File: config.mk
export PLATFORM = sky130hd
export DESIGN_NAME = tube_readout
export DESIGN_NICKNAME = d
export VERILOG_FILES = /design/src/rtl/tube_readout.sv
export SDC_FILE = /design/constraint.sdc
export NUM_CORES = 1
export LEC_CHECK = 0
export ABC_AREA = 1
export CORE_MARGIN = 5
export CORE_UTILIZATION = 53
export CTS_BUF_LIST = sky130_fd_sc_hd__clkbuf_4 sky130_fd_sc_hd__clkbuf_8 sky130_fd_sc_hd__clkbuf_16
export DETAILED_ROUTE_END_ITERATION = 6
export GPL_ROUTABILITY_DRIVEN = 0
export PLACE_DENSITY = 0.86
export SETUP_SLACK_MARGIN = 0.5
export SYNTH_ARGS = -nofsm -noshare
export SYNTH_HDL_FRONTEND = slang
export SYNTH_SLANG_ARGS = --single-unit
File: constraint.sdc
create_clock -name clk100 -period 2.7 [get_ports clk100]
set_input_delay 0.54 -clock clk100 [delete_from_list [all_inputs] [get_ports clk100]]
set_output_delay 0.54 -clock clk100 [all_outputs]
set_load 0.02 [all_outputs]
File: src/rtl/tube_readout.sv
// ============================================================================
//  Module   : tube_readout
//  Purpose  : Serialises one captured drift-tube event into (tube, time) words
//             for the RPi RD_CLK/RD_EN/RD_EMPTY/RD_VALID read handshake.
//  Options  : TUBE_READOUT_TRAILER_EN - append (0xFF, hit count) trailer word
//  Revision : 1.0 - initial release
// ============================================================================
`default_nettype none

module tube_readout #(
  parameter int NTUBES      = 32,
  parameter int TW          = 8,
  parameter int SYNC_STAGES = 2
) (
  input  logic                   clk100,
  input  logic                   rst,
  input  logic                   evt_valid,
  input  logic [0:NTUBES*TW-1]   evt_times,
  output logic                   evt_busy,
  output logic [7:0]             drop_cnt,
  output logic [0:7]             OTUBEN,
  output logic [0:7]             OTUBER,
  input  logic                   RD_CLK,
  input  logic                   RD_EN,
  output logic                   RD_EMPTY,
  output logic                   RD_VALID
);

  localparam int              c_IW       = (NTUBES > 1) ? $clog2(NTUBES) : 1;
  localparam logic [c_IW-1:0] c_LAST_IDX = c_IW'(NTUBES - 1);
  localparam logic [c_IW-1:0] c_IDX_ONE  = c_IW'(1);

  localparam logic [1:0] c_IDLE  = 2'd0;
  localparam logic [1:0] c_SCAN  = 2'd1;
  localparam logic [1:0] c_READY = 2'd2;

  // RPi pin synchronisers and read-strobe edge detector
  logic [SYNC_STAGES-1:0] r_clk_sync;
  logic [SYNC_STAGES-1:0] r_en_sync;
  logic                   r_clk_prev;
  logic                   r_strobe;

  always_ff @(posedge clk100) begin
    if (rst) begin
      r_clk_sync <= '0;
      r_en_sync  <= '0;
      r_clk_prev <= 1'b0;
      r_strobe   <= 1'b0;
    end else begin
      r_clk_sync <= {r_clk_sync[SYNC_STAGES-2:0], RD_CLK};
      r_en_sync  <= {r_en_sync[SYNC_STAGES-2:0], RD_EN};
      r_clk_prev <= r_clk_sync[SYNC_STAGES-1];
      r_strobe   <= r_clk_sync[SYNC_STAGES-1] & ~r_clk_prev & r_en_sync[SYNC_STAGES-1];
    end
  end

  // Hit mask of the incoming event
  logic [NTUBES-1:0] w_hit;

  for (genvar gi = 0; gi < NTUBES; gi++) begin : g_hit
    assign w_hit[gi] = (evt_times[TW*gi +: TW] != {TW{1'b1}});
  end

  logic [1:0]           r_state;
  logic [0:NTUBES*TW-1] r_times;
  logic [NTUBES-1:0]    r_pend;
  logic [c_IW-1:0]      r_idx;
  logic                 r_busy;
  logic                 r_empty;
  logic                 r_valid;
  logic [7:0]           r_tuben;
  logic [7:0]           r_tuber;
  logic [7:0]           r_drop;

  logic [TW-1:0]        w_time_sel;
  logic [NTUBES-1:0]    w_idx_onehot;

  assign w_time_sel   = r_times[TW*r_idx +: TW];
  assign w_idx_onehot = NTUBES'(1) << r_idx;

`ifdef TUBE_READOUT_TRAILER_EN
  logic       r_trl;
  logic [7:0] r_hit_cnt;

  function automatic logic [7:0] f_popcount(input logic [NTUBES-1:0] m);
    logic [7:0] cnt;
    cnt = 8'd0;
    for (int i = 0; i < NTUBES; i++) begin
      cnt = cnt + 8'(m[i]);
    end
    return cnt;
  endfunction
`endif

  always_ff @(posedge clk100) begin
    if (rst) begin
      r_state <= c_IDLE;
      r_times <= '1;
      r_pend  <= '0;
      r_idx   <= '0;
      r_busy  <= 1'b0;
      r_empty <= 1'b1;
      r_valid <= 1'b0;
      r_tuben <= 8'd0;
      r_tuber <= 8'd0;
`ifdef TUBE_READOUT_TRAILER_EN
      r_trl     <= 1'b0;
      r_hit_cnt <= 8'd0;
`endif
    end else begin
      case (r_state)
        c_IDLE: begin
          if (evt_valid && (|w_hit)) begin
            r_times <= evt_times;
            r_pend  <= w_hit;
            r_idx   <= '0;
            r_busy  <= 1'b1;
            r_empty <= 1'b0;
            r_state <= c_SCAN;
`ifdef TUBE_READOUT_TRAILER_EN
            r_hit_cnt <= f_popcount(w_hit);
`endif
          end
        end

        c_SCAN: begin
          if (r_pend[r_idx]) begin
            r_tuben <= 8'(r_idx);
            r_tuber <= 8'(w_time_sel);
            r_valid <= 1'b1;
            r_state <= c_READY;
          end else if (r_idx == c_LAST_IDX) begin
`ifdef TUBE_READOUT_TRAILER_EN
            r_tuben <= 8'hFF;
            r_tuber <= r_hit_cnt;
            r_valid <= 1'b1;
            r_trl   <= 1'b1;
            r_state <= c_READY;
`else
            r_busy  <= 1'b0;
            r_state <= c_IDLE;
`endif
          end else begin
            r_idx <= r_idx + c_IDX_ONE;
          end
        end

        c_READY: begin
          if (r_strobe) begin
            r_valid <= 1'b0;
`ifdef TUBE_READOUT_TRAILER_EN
            if (r_trl) begin
              r_trl   <= 1'b0;
              r_busy  <= 1'b0;
              r_empty <= 1'b1;
              r_state <= c_IDLE;
            end else begin
              r_pend <= r_pend & ~w_idx_onehot;
              // Last tube re-enters SCAN at the same index so it falls through to the trailer
              if (r_idx != c_LAST_IDX) begin
                r_idx <= r_idx + c_IDX_ONE;
              end
              r_state <= c_SCAN;
            end
`else
            r_pend  <= r_pend & ~w_idx_onehot;
            r_empty <= ((r_pend & ~w_idx_onehot) == '0);
            if (r_idx == c_LAST_IDX) begin
              r_busy  <= 1'b0;
              r_state <= c_IDLE;
            end else begin
              r_idx   <= r_idx + c_IDX_ONE;
              r_state <= c_SCAN;
            end
`endif
          end
        end

        default: r_state <= c_IDLE;
      endcase
    end
  end

  // Busy is the registered flag, so an event arriving as busy clears is still dropped
  always_ff @(posedge clk100) begin
    if (rst) begin
      r_drop <= 8'd0;
    end else if (evt_valid && r_busy && (r_drop != 8'hFF)) begin
      r_drop <= r_drop + 8'd1;
    end
  end

  assign evt_busy = r_busy;
  assign drop_cnt = r_drop;
  assign OTUBEN   = r_tuben;
  assign OTUBER   = r_tuber;
  assign RD_EMPTY = r_empty;
  assign RD_VALID = r_valid;

endmodule

`default_nettype wire

==> metrics.yaml <==
clk_pin_slew_worst_paths_ns: 0.06
netlist_area_um2: 16000
required_ns: 3.07
die_x_um: 184
drc: 15
dp.cells: 3079
vias_per_cell: 6.06
vias: 19341
min_path_type: "in -> reg"
place.detailed.hpwl_um: 39800
grt_pass1_wl_um: 91100
clkSinkCount: 325
setup_tns_ns: 0
instances_no_fill: 3194
portBuffers: 284
post-place-ws_ns: -0.283
grt.overflow.total: 0
status: "finished, violations left"
nets: 3050
wire_per_inst_um: 19.7
setup_violations: 0
drt_iter0_drc: 3067
slew_violations: 0
clock.fmax_ghz: 0.431
design_area_um2: 22600
rows: 63
syn_area_per_cell_um2: 6.55
worst_setup_path_start_kind: "primary input"
peakVddDrop_mv: 0.579
crit_type: "in -> reg"
synth_seq_area_share: 0.406
ctsLongestPathBuffers: 3
r2r_cells: 11
die_h_um: 184
area_growth_pct: 41.0
worst_pin_slew_ns: 0.682
finalHoldViolations: 0
violations: "DRC"
layout-drive-gt1-share: 0.138
final_util: 0.760
dieArea_um2: 33800
min_path_cells: 3
initial_core_util: 0.539
p_leak_uw: 0.0116
ys_warn_count: 0
final_cell_mix: "762 x nand2_1, 322 x dfxtp_1, 253 x nand3_1"
grt_max_degree: 85
io_pins: 288
mostFrequentLayoutCell: "nand2_1"
cts_buffers: 35
period_minus_slack_ns: 2.32
endpoint_kind: "flop"
htree_levels: 2
wl_um: 62800
antenna_found_initial: 3
ys_types: 29
grt_pass1_vias: 17778
p_per_area_nw_per_um2: 1030
placed_area_um2: 19800
timing.final.crit_share: 0.860
ant_nets: 0
grt_usage: 0.329
synth-seq-cells: 325
maxCapViolations: 0
syn_inst: 2447
path_max_fanout: 28
grt_setup_unrepaired: "false"
cts_tree: "built"
maxSlewHeadroom: 0.545
core_um2: 29700
root_buffer: "clkbuf_16"
fin_ws_ns: 0.378
drt-pass1-iter-count: 7
fin_skew_ns: 0.0162
cp.arrival_ns: 2.70
insertion_delay_ns: 0.52
## logic make-up (layout without fill, tap and decap cells)
group | Yosys count | count (layout) | share of synthesized area
AO/OA/AOI/OAI | 431 | 431 | 0.157
other | 1 | 6 | 0.000234
flip-flops | 325 | 325 | 0.406
buffers and inverters | 335 | 687 | 0.0860
AND/OR/NAND/NOR | 1343 | 1343 | 0.341
adder cells (fa/ha/maj) | 12 | 12 | 0.00937
## per-layer routing
layer  part of all wire  global-route usage  up-vias
met4              0.060               0.155        0
met3               0.13              0.0807      356
met2               0.45               0.530     1546
met5                  0                   0        -
li1                   -                   -     8665
met1               0.36               0.415     8774
## repair_timing
action	4_1_cts	5_1_grt
setup buffers	16	23
pin swaps	45	115
gates resized for setup	178	268
gates cloned	8	4
setup endpoints to repair	311	311
hold buffers	0	0
## worst paths after layout
path,startpoint,slack [ns],endpoint
worst max-delay path,evt_times[19],0.38,r_times[114]$_SDFFE_PP1P_
worst min-delay path,evt_times[231],0.27,r_times[231]$_SDFFE_PP1P_
worst max register to register,r_idx[1]$_SDFFE_PP0P_,0.51,RD_EMPTY$_SDFFE_PP1P_
worst min register to register,r_clk_prev$_SDFF_PP0_,0.38,r_strobe$_SDFF_PP0_
## state kept, by name (all words and copies together) (netlist names), 2 cells and up
name / cells
r_en_sync: 2
r_state: 2
OTUBER: 8
OTUBEN: 5
r_idx: 5
drop_cnt: 8
r_pend: 32
r_clk_sync: 2
r_times: 256
## synthesized netlist by cell type, drive strengths merged
cell type	instances	area (um^2)
conb	1	3.75
nor2	234	886
o211ai	99	743
nor4	1	6.26
a21oi	82	410
ha	12	150
nand2	819	3070
o221ai	25	219
or2	1	6.26
a211oi	2	15.0
o21a	1	7.51
nand3b	1	7.51
clkinv	2	7.51
nand4	26	163
clkbuf	84	315
nand3	259	1310
nor3	2	10.0
inv	159	597
dfxtp	325	6510
buf	90	458
a31oi	9	56.3
o21ai	213	1070
## where the power goes
part,switching [uW],internal (uW)
Sequential,770,6150
Combinational,7110,4010
Clock,1980,3230
Total,9860,13400
## critical path: stages
cell,delay (ns)
clkdlybuf4s50_1,0.50
nand2_1,0.07
nor2_1,0.13
nand2_2,0.14
nor2_2,0.13
nand2_2,0.08
nor2_4,0.13
nand4_1,0.15
nand3_4,0.13
buf_12,0.17
inv_6,0.10
buf_16,0.18
nand2_1,0.11
nand3_1,0.09
## layout make-up
class / count / area [um^2]
inverter: 161 / 642
sequential: 325 / 6520
multi-input combinational: 1789 / 8580
antenna: 3 / 7.51
clock buffer: 50 / 1070
fill: 1998 / 7130
timing repair buffer: 463 / 5080
timing repair inverter: 2 / 25.0
clock inverter: 11 / 180
tap: 390 / 488
## through the flow
step                      total power (uW)  hold WS, ns
after CTS                            22200        0.369
after global routing                 24400        0.286
after detailed placement             16400        0.381
after global placement               16100        0.370
after floorplan                      13100        0.366
final                                23200        0.267
(Power assumes the default switching activity.)
